==> config.mk <==
export PLATFORM = sky130hd
export DESIGN_NAME = mirfak_lsu
export DESIGN_NICKNAME = d
export VERILOG_FILES = /design/src/rtl/mirfak_lsu.sv
export SDC_FILE = /design/constraint.sdc
export NUM_CORES = 1
export LEC_CHECK = 0
export CORE_MARGIN = 2
export CORE_UTILIZATION = 30
export CTS_BUF_LIST = sky130_fd_sc_hd__clkbuf_8
export DETAILED_ROUTE_END_ITERATION = 8
export MAX_ROUTING_LAYER = met4
export PLACE_DENSITY = 0.75
export SETUP_SLACK_MARGIN = 0.02
export SLEW_MARGIN = 10
export SYNTH_ARGS = -nofsm -noshare
export SYNTH_HDL_FRONTEND = slang
export SYNTH_SLANG_ARGS = --single-unit
==> constraint.sdc <==
create_clock -name clk_i -period 1.5 [get_ports clk_i]
set_clock_uncertainty 0.2 [all_clocks]
set_input_delay 0.15 -clock clk_i [delete_from_list [all_inputs] [get_ports clk_i]]
set_output_delay 0.15 -clock clk_i [all_outputs]
set_load 0.02 [all_outputs]
==> src/rtl/mirfak_lsu.sv <==
// Mirfak load/store unit: one Wishbone B4 classic cycle per aligned access,
// with byte-lane selects, store replication, load alignment/extension and kill.
module mirfak_lsu (
  input  logic        clk_i,
  input  logic        rst_i,
  input  logic [31:0] lsu_address_i,
  input  logic [31:0] lsu_wdata_i,
  input  logic [1:0]  lsu_data_type_i,
  input  logic        lsu_sign_ext_i,
  input  logic        lsu_mem_read_i,
  input  logic        lsu_mem_write_i,
  input  logic        lsu_kill_i,
  output logic [31:0] lsu_rdata_o,
  output logic        lsu_ready_o,
  output logic        lsu_bus_error_o,
  output logic        lsu_misaligned_load_o,
  output logic        lsu_misaligned_store_o,
  output logic [31:0] dwbm_addr_o,
  output logic [31:0] dwbm_dat_o,
  output logic [3:0]  dwbm_sel_o,
  output logic        dwbm_cyc_o,
  output logic        dwbm_stb_o,
  output logic        dwbm_we_o,
  input  logic [31:0] dwbm_dat_i,
  input  logic        dwbm_ack_i,
  input  logic        dwbm_err_i
);

  typedef enum logic {IDLE, BUSY} state_t;

  state_t      state_q, state_d;
  logic        killed_q;
  logic [1:0]  addr_lo_q;
  logic [1:0]  type_q;
  logic        sign_ext_q;

  logic        misaligned;
  logic [3:0]  sel_d;
  logic [31:0] wdata_rep;
  logic [31:0] shifted;
  logic [31:0] load_data;
  logic        start;
  logic        term;
  logic        silent;

  // NOTE: every always_comb output gets a default first so no path infers a latch.
  always_comb begin
    misaligned = 1'b0;
    sel_d      = 4'b1111;
    wdata_rep  = lsu_wdata_i;
    case (lsu_data_type_i)
      2'b00: begin
        sel_d     = 4'b0001 << lsu_address_i[1:0];
        wdata_rep = {4{lsu_wdata_i[7:0]}};
      end
      2'b01: begin
        misaligned = lsu_address_i[0];
        sel_d      = lsu_address_i[1] ? 4'b1100 : 4'b0011;
        wdata_rep  = {2{lsu_wdata_i[15:0]}};
      end
      default: misaligned = |lsu_address_i[1:0];
    endcase
  end

  assign lsu_misaligned_load_o  = lsu_mem_read_i  & misaligned;
  assign lsu_misaligned_store_o = lsu_mem_write_i & misaligned;

  // Lane position and width are taken from the captured request, not the live inputs.
  assign shifted = dwbm_dat_i >> {addr_lo_q, 3'b000};
  always_comb begin
    load_data = shifted;
    case (type_q)
      2'b00:   load_data = {{24{sign_ext_q & shifted[7]}}, shifted[7:0]};
      2'b01:   load_data = {{16{sign_ext_q & shifted[15]}}, shifted[15:0]};
      default: load_data = shifted;
    endcase
  end

  // A ready pulse blocks a start so the still-held request is not re-issued.
  assign start  = (state_q == IDLE) & (lsu_mem_read_i | lsu_mem_write_i) &
                  ~misaligned & ~lsu_kill_i & ~lsu_ready_o;
  assign term   = (state_q == BUSY) & (dwbm_ack_i | dwbm_err_i);
  assign silent = killed_q | lsu_kill_i;

  always_comb begin
    state_d = state_q;
    case (state_q)
      IDLE:    if (start) state_d = BUSY;
      BUSY:    if (term)  state_d = IDLE;
      default: state_d = IDLE;
    endcase
  end

  // NOTE: sequential state uses non-blocking assignments so all registers update together.
  always_ff @(posedge clk_i) begin
    if (rst_i) begin
      state_q  <= IDLE;
      killed_q <= 1'b0;
    end else begin
      state_q <= state_d;
      if (start)
        killed_q <= 1'b0;
      else if (state_q == BUSY && lsu_kill_i)
        killed_q <= 1'b1;
    end
  end

  always_ff @(posedge clk_i) begin
    if (rst_i) begin
      dwbm_addr_o     <= '0;
      dwbm_dat_o      <= '0;
      dwbm_sel_o      <= '0;
      dwbm_cyc_o      <= 1'b0;
      dwbm_we_o       <= 1'b0;
      lsu_rdata_o     <= '0;
      lsu_ready_o     <= 1'b0;
      lsu_bus_error_o <= 1'b0;
      addr_lo_q       <= '0;
      type_q          <= '0;
      sign_ext_q      <= 1'b0;
    end else begin
      lsu_ready_o     <= 1'b0;
      lsu_bus_error_o <= 1'b0;
      lsu_rdata_o     <= '0;
      if (start) begin
        dwbm_addr_o <= {lsu_address_i[31:2], 2'b00};
        dwbm_dat_o  <= wdata_rep;
        dwbm_sel_o  <= sel_d;
        dwbm_we_o   <= lsu_mem_write_i;
        dwbm_cyc_o  <= 1'b1;
        addr_lo_q   <= lsu_address_i[1:0];
        type_q      <= lsu_data_type_i;
        sign_ext_q  <= lsu_sign_ext_i;
      end
      if (term) begin
        dwbm_cyc_o      <= 1'b0;
        lsu_ready_o     <= ~silent;
        lsu_bus_error_o <= ~silent & dwbm_err_i;
        if (!silent && !dwbm_err_i && !dwbm_we_o)
          lsu_rdata_o <= load_data;
      end
    end
  end

  assign dwbm_stb_o = dwbm_cyc_o;

endmodule
# ---- Word-level counts from Yosys, hierarchy flattened
# Cells that the tools add are included.
dict set report classes {
  n_mux 8
  bitwise_logic 20
  eq_ne 2
  reduce_logical 13
  n_shift 2
}
# cell count
set op_table {}
lappend op_table {{$pmux 32 s2} 2}
lappend op_table {{$shr 32x5->32} 1}
lappend op_table {{$and 1x1->1} 10}
lappend op_table {{$pmux 4 s2} 1}
lappend op_table {{$reduce_or 2->1} 4}
lappend op_table {{$not 1->1} 7}
lappend op_table {{$eq 2x1->1 const B} 2}
lappend op_table {{$logic_not 2->1} 2}
lappend op_table {{$mux 4} 1}
lappend op_table {{$pmux 1 s2} 2}
lappend op_table {{$shl 1x2->4 const A} 1}
lappend op_table {{$logic_and 1x1->1} 3}
lappend op_table {{$logic_not 1->1} 3}
lappend op_table {{$or 1x1->1} 3}
lappend op_table {{$reduce_or 3->1} 1}
lappend op_table {{$mux 1} 2}
dict set report totals {
  reg_bits 109
  word_cells 58
  out_inout_bits 107
  inputBits 106
}

# ---- Depth between registers and ports, before layout
# Gate-level depths: netlist of the first run.
dict set report depth {
  depth_word 8
  mapped_depth 6
  ltp_nobuf 4
}

# ---- Worst setup path before layout of the first run
# Ideal clock, no wire load.
dict set report synth_timing {
  kind {register to register}
  from {register addr_lo_q[0]}
  to {register lsu_rdata_o[23]}
  required_time_ns 1.176
  setup_slack_ns -0.133
  setup_ns 0.124
  n_path_buf 2
  arrival_ns 1.309
  stages_incl_launch_ff 7
  cell_sequence {dfxtp_1 -> buf_4 -> mux2i_1 -> a22oi_2 -> o2111ai_4 -> buf_6 -> o21ai_2}
}
dict set report synth_between {
  elab_chain_cells 3
  word_cells_on_any_way 4
  classes_between {shift: 1; mux: 1; bitwise: 2}
}
# item line_no
set synth_rtl {}
lappend synth_rtl {{from (decl)} 33} ;# logic [1:0] addr_lo_q;
lappend synth_rtl {{from (signal assigned)} 131} ;# addr_lo_q <= lsu_address_i[1:0];
lappend synth_rtl {{$shr 32x5->32 *} 69} ;# assign shifted = dwbm_dat_i >> {addr_lo_q, 3'b000};
lappend synth_rtl {{$and 1x1->1 (on tied branches)} {74, 73}}
lappend synth_rtl {{$pmux 32 s2 *} 72} ;# case (type_q)
lappend synth_rtl {{to (signal assigned)} 140} ;# lsu_rdata_o <= load_data;
lappend synth_rtl {{to (decl)} 13} ;# output logic [31:0] lsu_rdata_o,
# Mark *: on every way between the ends. The rest lies on a longest branch, timed or not.
# A chain may end at the register's enable or synchronous reset.

# ---- Final worst setup path of the first run
dict set report layout_timing {
  from {register lsu_ready_o}
  to {register dwbm_dat_o[11]}
}
dict set report layout_between {
  elab_chain_cells 2
}
# item line_no
set layout_rtl {}
lappend layout_rtl {{from (decl)} 14} ;# output logic lsu_ready_o,
lappend layout_rtl {{from (signal assigned)} 137} ;# lsu_ready_o <= ~silent;
lappend layout_rtl {{$not 1->1} 81} ;# ~misaligned & ~lsu_kill_i & ~lsu_ready_o;
lappend layout_rtl {{$and 1x1->1} 81}
lappend layout_rtl {{to (signal assigned)} 127} ;# dwbm_dat_o <= wdata_rep;
lappend layout_rtl {{to (decl)} 19} ;# output logic [31:0] dwbm_dat_o,
# No other way between the ends.

==> results of run 1 <==
-- worst min-delay path: cells and delay by family --
kind                   cells  cell delay (ns)
buffers and inverters      1             0.09
and+or+nand+nor            2             0.26
-- metal layers --
layer | wire length [microns] | part of all wire | GRT usage | up-vias
met3 | 1130 | 0.073 | 0.0662 | 22
met4 | 276 | 0.018 | 0.0582 | 0
met5 | 0 | 0 | - | -
li1 | - | - | - | 2294
met2 | 7590 | 0.49 | 0.293 | 187
met1 | 6440 | 0.42 | 0.224 | 2216
-- cell families after synthesis --
kind of cell	Yosys count	share of synthesized area
AO/OA/AOI/OAI	136	0.192
AND/OR/NAND/NOR	201	0.197
flip-flops	109	0.479
multiplexers	34	0.0748
other	1	0.000824
buffers and inverters	47	0.0558
-- Yosys cell counts (all sizes together) --
master / count
nor3: 3
nand4bb: 1
nand3: 1
nand2b: 2
buf: 28
nor2: 33
mux2i: 34
o21ai: 27
a21oi: 63
and2: 11
a22oi: 1
a311oi: 10
and4: 1
dfxtp: 109
conb: 1
nand4: 1
o211a: 1
nand2: 132
or3: 2
or2: 3
o211ai: 8
o2111ai: 1
nor4: 1
o2bb2ai: 1
clkinv: 1
inv: 3
clkbuf: 15
nor2b: 10
a211oi: 24
-- power groups by stage --
stage | registers (mW) | logic, mW | clock network, mW
3_5_place_dp | 3.14 | 1.30 | 0
5_1_grt | 3.09 | 1.54 | 2.10
4_1_cts | 3.07 | 1.31 | 1.99
2_1_floorplan | 3.25 | 0.476 | 0
6_report | 3.07 | 1.44 | 1.90
3_3_place_gp | 3.14 | 1.29 | 0
-- flip-flops by register name (all words and copies together), names as in the netlist, 2 cells and up --
signal and flops:
dwbm_addr_o 30, type_q 2, dwbm_dat_o 32, addr_lo_q 2, dwbm_sel_o 4, lsu_rdata_o 32
-- through the flow --
step	instance area, sq um	setup slack (ns)	total power, mW	utilization
after floorplan	4630	-0.0986	3.73	-
after global placement	7110	-0.580	4.43	0.473
after detailed placement	7110	-0.622	4.44	0.473
after CTS	7420	-0.187	6.37	0.494
after global routing	7850	-0.237	6.73	0.522
final	7850	-0.174	6.41	0.522
-- worst min-delay path by stage --
stage	startpoint	end	slack, ns	depth (start not counted)
4_1_cts	rst_i	lsu_ready_o$_SDFF_PP0_	-0.08	3
3_5_place_dp	dwbm_addr_o[28]$_SDFFE_PP0P_	dwbm_addr_o[28]$_SDFFE_PP0P_	0.25	2
3_3_place_gp	dwbm_addr_o[8]$_SDFFE_PP0P_	dwbm_addr_o[8]$_SDFFE_PP0P_	0.24	2
2_1_floorplan	dwbm_dat_i[24]	lsu_rdata_o[24]$_SDFF_PP0_	0.06	2
5_1_grt	rst_i	lsu_ready_o$_SDFF_PP0_	-0.03	3
6_report	rst_i	lsu_ready_o$_SDFF_PP0_	-0.03	3
-- layout make-up --
| type | count | area share |
|---|---|---|
| repair buffers | 277 | 0.350 |
| multi-input cells | 375 | 0.313 |
| flip-flops and latches | 109 | 0.279 |
| well taps | 188 | 0.0300 |
| clock buffers | 9 | 0.0158 |
| clock inverters | 6 | 0.0104 |
| inverters | 4 | 0.00191 |
| diodes | 1 | 0.000319 |
-- timing repair --
action	in CTS	in global routing
cloned	5	6
gates resized for setup	168	88
pin swaps	8	35
hold endpoints to repair	1	1
buffers inserted	4	15
setup endpoints to repair	211	140
==> impl_results.rst, run 1 <==
.. list-table::
   :header-rows: 1

   * - Metric
     - Value
   * - Status
     - complete, but fails checks
   * - Violated checks
     - negative hold slack, negative setup slack
   * - Largest net degree at the start of global routing
     - 76
   * - Portion of the clock cycle consumed by the worst path in the final layout
     - 1.12
   * - Estimated wirelength of the detail-placed design
     - 10300 microns
   * - Fraction of the yosys area taken by sequential cells
     - 0.479
   * - Instance count after placement with tap cells included
     - 925
   * - Power share of the clock group
     - 0.296
   * - Overall die width
     - 127 microns
   * - Worst Hold Class
     - primary input to flop
   * - Starting density of the core
     - 0.303
   * - Max-cap check violation count
     - 0
   * - Setup repair after global routing missed its margin
     - yes
   * - Warning count from the yosys run
     - 0
   * - Global placement routability congestion
     - 0.792
   * - Yosys top cell by area
     - dfxtp_1
   * - Routed len/inst
     - 15.9 microns
   * - Max Clk Rate
     - 597 MHz
   * - Via total after detailed routing
     - 4719
   * - WP buf/inv
     - 3
   * - Area taken by multi-input logic gates
     - 2450 sq um
   * - Flop pwr share
     - 0.480
   * - Synth-to-layout area growth
     - 72.4%
   * - DIE AREA
     - 16200 sq um
   * - Critical Path Sink Type
     - flop
   * - FF/Latch Area
     - 2190 sq um
   * - Setup crit end
     - dwbm_dat_o[11]$_SDFFE_PP0P_
   * - Commonest cells after routing, fill and taps aside
     - nand2_1, dfxtp_1, clkdlybuf4s50_1
   * - Mapped cell area
     - 4550 sq um
   * - Largest cells by area after synthesis
     - dfxtp_1, nand2_1, mux2i_1
   * - Post-layout instance count excluding filler cells
     - 969
   * - Launch point of the critical path
     - lsu_ready_o$_SDFF_PP0_
   * - Vias in the first global route
     - 4468
   * - Leading cell type in the layout, fill and taps excluded
     - nand2_1
   * - Power density cells
     - 816 nW/um^2
   * - Worst reg2reg path startpoint
     - lsu_ready_o$_SDFF_PP0_
   * - Count of buffers from port buffering
     - 210
   * - Critical path class
     - flop to flop
   * - Logic depth of the worst path, buffers included
     - 7
   * - Reg2reg setup slack
     - -0.17 ns
   * - Highest-delay cell along the critical path
     - dfxtp_2
   * - Maximum count of clock buffers along a single path
     - 2
   * - Initial DRC Count
     - 233
   * - Insertion delay of the later-clocked pin in the worst-skew pair
     - 0.37 ns
   * - Fraction of layout instances using a drive strength above 1
     - 0.231
   * - Std-Cell Core Area
     - 15000 sq um
   * - Max IR drop VDD
     - 561 uV
   * - Critical Path Source Type
     - flop
   * - Total number of H-tree levels
     - 3
   * - Cell breakdown of the critical path
     - nor3_2, buf_4, and4_4, buf_12, buf_12, nor2_1, a311oi_1
   * - Drt pass-1 iters
     - 4
   * - DRT Wirelength
     - 15400 microns
   * - Antenna violations before repair
     - 1
   * - Yosys reg bits
     - 109
   * - Top-area cell type share of the netlist area
     - 0.479
   * - Peak fanout along the critical path
     - 8
   * - Num CTS Buffers
     - 9
   * - Worst-case reg-to-reg path depth
     - 7
   * - CP delay by family, top
     - simple AND/OR/NAND/NOR gates
   * - Average cell area after synthesis
     - 8.62 sq um
   * - Global-route wire length before repair
     - 23300 microns
   * - Sw Share
     - 0.273
   * - Gr ovfl total
     - 0
   * - Int Power
     - 4.66 mW
   * - Net load switching power
     - 1.75 mW
   * - Leakage power
     - 3.30 nW
   * - Number of vias per cell
     - 4.87
   * - WP data arrival
     - 1.75 ns
   * - Clk slew on worst S/H paths
     - 0.10 ns
   * - Clock tree from TritonCTS
     - built
   * - Setup slack after layout
     - -0.174 ns
   * - Worst r2r dst
     - dwbm_dat_o[11]$_SDFFE_PP0P_
   * - Minimum clock period after layout
     - 1.67 ns
   * - Required time of the worst setup path
     - 1.57 ns
   * - Max-slew headroom
     - 0.428
   * - ANT nets after route
     - 0
   * - Die span in y
     - 127 microns
   * - Final max-slew violation count
     - 0
   * - Placement row count
     - 45
   * - Netlist cell types
     - 39
   * - # nets final
     - 882
   * - Syn Inst Count
     - 528
   * - Final setup violating endpoints
     - 100
   * - Share of power burned in combinational logic
     - 0.224
   * - I/O pin count
     - 213
   * - Post-Route Setup TNS
     - -10.78 ns
   * - Gr usage total
     - 0.186
   * - DRC violation count after routing
     - 0
   * - Delay contributed by the slowest stage of the critical path
     - 0.34 ns
   * - Pin slew with the least headroom to its limit
     - 0.858 ns
   * - Filler Cells Inserted
     - 1398
   * - Final hold slack
     - -0.0329 ns
   * - CTS Root Cell
     - clkbuf_8
   * - Most frequent cell on the critical path
     - buf_12
   * - # clock sinks
     - 109
   * - Final hold violations
     - 1
Power figures use the tool's default switching activity.
==> run 2, diff against run 1 <==
--- a/config.mk
+++ b/config.mk
@@ -12,6 +12,7 @@
 export MAX_ROUTING_LAYER = met4
 export PLACE_DENSITY = 0.75
 export SETUP_SLACK_MARGIN = 0.02
+export SKIP_LAST_GASP = 1
 export SLEW_MARGIN = 10
 export SYNTH_ARGS = -nofsm -noshare
 export SYNTH_HDL_FRONTEND = slang
==> run 2 against run 1 <==
Compared with the run above: the run still ends with negative hold slack, negative setup slack left; utilization down 1.2 points; power shrank 0.70%; clock power hardly changed; first-iteration DRC count shrank 1.7%; combinational power fell by 3%; highest routed layer unchanged.
==> impl_results.rst, run 2 (same netlist as run 1, synthesis figures left out) <==
.. list-table::
   :header-rows: 1

   * - Metric
     - Value
   * - WP data arrival
     - 1.75 ns (about the same)
   * - Overall die width
     - 127 microns (unchanged)
   * - Setup repair after global routing missed its margin
     - yes (unchanged)
   * - Number of vias per cell
     - 4.83 (was 4.87)
   * - Final hold violations
     - 1 (unchanged)
   * - Total number of H-tree levels
     - 3 (unchanged)
   * - ANT nets after route
     - 0 (unchanged)
   * - I/O pin count
     - 213 (unchanged)
   * - Placement row count
     - 45 (unchanged)
   * - Hold path cells
     - 3 (unchanged)
   * - Leakage power
     - 3.22 nW (was 3.30 nW)
   * - Drt pass-1 iters
     - 4 (unchanged)
   * - Routed len/inst
     - 15.6 microns (was 15.9 microns)
   * - Critical Path Sink Type
     - flop (unchanged)
   * - Global-route wire length before repair
     - 23300 microns (about the same)
   * - Worst r2r dst
     - dwbm_dat_o[12]$_SDFFE_PP0P_ (was dwbm_dat_o[11]$_SDFFE_PP0P_)
   * - Die span in y
     - 127 microns (unchanged)
   * - # nets final
     - 873 (was 882)
   * - Filler Cells Inserted
     - 1420 (was 1398)
   * - DRT Wirelength
     - 14900 microns (was 15400 microns)
   * - Violated checks
     - negative hold slack, negative setup slack (unchanged)
   * - CTS Root Cell
     - clkbuf_8 (unchanged)
   * - Final hold slack
     - -0.0672 ns (was -0.0329 ns)
   * - Critical Path Source Type
     - flop (unchanged)
   * - Gr usage total
     - 0.186 (about the same)
   * - Starting density of the core
     - 0.303 (unchanged)
   * - Final setup violating endpoints
     - 98 (was 100)
   * - Setup slack after layout
     - -0.168 ns (was -0.174 ns)
   * - Max IR drop VDD
     - 586 uV (was 561 uV)
   * - Worst min-delay path endpoint
     - lsu_ready_o$_SDFF_PP0_ (unchanged)
   * - Insertion delay of the later-clocked pin in the worst-skew pair
     - 0.37 ns (about the same)
   * - Clock tree from TritonCTS
     - built (unchanged)
   * - Max Clk Rate
     - 600 MHz (was 597 MHz)
   * - Global placement routability congestion
     - 0.792 (unchanged)
   * - Leading cell type in the layout, fill and taps excluded
     - nand2_1 (unchanged)
   * - Final max-slew violation count
     - 0 (unchanged)
   * - Area taken by multi-input logic gates
     - 2450 sq um (about the same)
   * - Overall power of the completed layout
     - 6.36 mW (was 6.41 mW)
   * - Std-Cell Core Area
     - 15000 sq um (unchanged)
   * - DRC violation count after routing
     - 0 (unchanged)
   * - Pin slew with the least headroom to its limit
     - 0.846 ns (was 0.858 ns)
   * - Reg2reg setup slack
     - -0.17 ns (about the same)
   * - Minimum clock period after layout
     - 1.67 ns (about the same)
   * - Status
     - complete, but fails checks (unchanged)
   * - Portion of the clock cycle consumed by the worst path in the final layout
     - 1.11 (was 1.12)
   * - Clk slew on worst S/H paths
     - 0.10 ns (about the same)
   * - Worst Hold Class
     - primary input to flop (unchanged)
   * - Critical path class
     - flop to flop (unchanged)
   * - Count of buffers from port buffering
     - 210 (unchanged)
   * - Largest net degree at the start of global routing
     - 76 (unchanged)
   * - Synth-to-layout area growth
     - 68.3% (was 72.4%)
   * - Launch point of the critical path
     - state_q$_SDFF_PP0_ (was lsu_ready_o$_SDFF_PP0_)
   * - Commonest cells after routing, fill and taps aside
     - nand2_1, dfxtp_1, clkdlybuf4s50_1 (unchanged)
   * - Required time of the worst setup path
     - 1.58 ns (was 1.57 ns)
   * - Initial DRC Count
     - 229 (was 233)
   * - FF/Latch Area
     - 2190 sq um (unchanged)
   * - Biggest registers after layout
     - dwbm_dat_o (32), lsu_rdata_o (32), dwbm_addr_o (30) (unchanged)
   * - Estimated wirelength of the detail-placed design
     - 10300 microns (unchanged)
   * - Antenna violations before repair
     - 1 (unchanged)
   * - Power density cells
     - 830 nW/um^2 (was 816 nW/um^2)
   * - Max-cap check violation count
     - 0 (unchanged)
   * - Num CTS Buffers
     - 9 (unchanged)
   * - Gr ovfl total
     - 0 (unchanged)
   * - Peak fanout along the critical path
     - 18 (was 8)
   * - Utilization after layout
     - 0.510 (was 0.522)
   * - Worst-case reg-to-reg path depth
     - 6 (was 7)
   * - DIE AREA
     - 16200 sq um (unchanged)
   * - # clock sinks
     - 109 (unchanged)
   * - Vias in the first global route
     - 4462 (was 4468)
   * - Maximum count of clock buffers along a single path
     - 2 (unchanged)
   * - Fraction of layout instances using a drive strength above 1
     - 0.224 (was 0.231)
   * - Via total after detailed routing
     - 4633 (was 4719)
   * - Worst reg2reg path startpoint
     - state_q$_SDFF_PP0_ (was lsu_ready_o$_SDFF_PP0_)
   * - Hold Crit Start
     - rst_i (unchanged)
   * - Max-slew headroom
     - 0.436 (was 0.428)
-- run 2: changes by cell type in the layout (fill, tap and decap cells not counted), sizes merged --
| cell | previous run | this run |
|---|---|---|
| buf | 66 | 63 |
| clkbuf | 24 | 18 |
-- run 2: critical path, stage by stage (launching register included) --
cell	delay [ns]
dfxtp_2	0.34
nor3_2	0.16
buf_4	0.15
and4_4	0.29
buf_12	0.16
nor2_1	0.04
a311oi_1	0.23
-- run 2: power breakdown --
part	internal, mW	leakage (nW)	switching (mW)	total [mW]
Sequential	3.00	0.889	0.0701	3.07
Combinational	0.695	2.22	0.696	1.39
Clock	0.922	0.112	0.976	1.90
-- run 2: per-stage QoR --
step / hold WS (ns) / setup TNS (ns) / worst slack [ns] / std cells / cell area [sq um]
after global routing: -0.0686 / -17.80 / -0.260 / 960 / 7660
after detailed placement: 0.246 / -52.29 / -0.622 / 925 / 7110
after CTS: -0.0796 / -10.95 / -0.187 / 948 / 7420
after floorplan: 0.0562 / -1.05 / -0.0986 / 529 / 4630
after global placement: 0.240 / -49.95 / -0.580 / 925 / 7110
final: -0.0672 / -10.12 / -0.168 / 960 / 7660
-- run 2: area by class of cell --
cell class | count | area share
Timing Repair Buffer | 268 | 0.334
Multi-Input combinational cell | 375 | 0.320
Sequential cell | 109 | 0.286
Tap cell | 188 | 0.0307
Clock buffer | 9 | 0.0162
Clock inverter | 6 | 0.0106
Inverter | 4 | 0.00196
Antenna cell | 1 | 0.000327
-- run 2: how the worst max path moves through the flow --
| stage | slack [ns] | end | cells past startpoint |
|---|---|---|---|
| 5_1_grt | -0.26 | dwbm_sel_o[0]$_SDFFE_PP0P_ | 6 |
| 3_3_place_gp | -0.58 | lsu_misaligned_store_o | 5 |
| 6_report | -0.17 | dwbm_dat_o[12]$_SDFFE_PP0P_ | 6 |
| 4_1_cts | -0.19 | dwbm_dat_o[12]$_SDFFE_PP0P_ | 6 |
| 3_5_place_dp | -0.62 | dwbm_dat_o[25]$_SDFFE_PP0P_ | 7 |
| 2_1_floorplan | -0.1 | lsu_rdata_o[23]$_SDFF_PP0_ | 6 |
-- run 2: what timing repair did --
item                                   CTS  global route
endpoints found under the hold margin    1             1
buffers inserted                         4            10
gates resized for setup                163            89
cloned                                   5             1
pin swaps                                7            15
setup endpoints to repair              211           140
-- run 2: metal layers --
metal	up-vias	track usage	share of wire
met5	-	-	0
met4	0	0.0562	0.023
met3	24	0.0662	0.079
met2	183	0.296	0.47
met1	2150	0.224	0.43
li1	2276	-	-
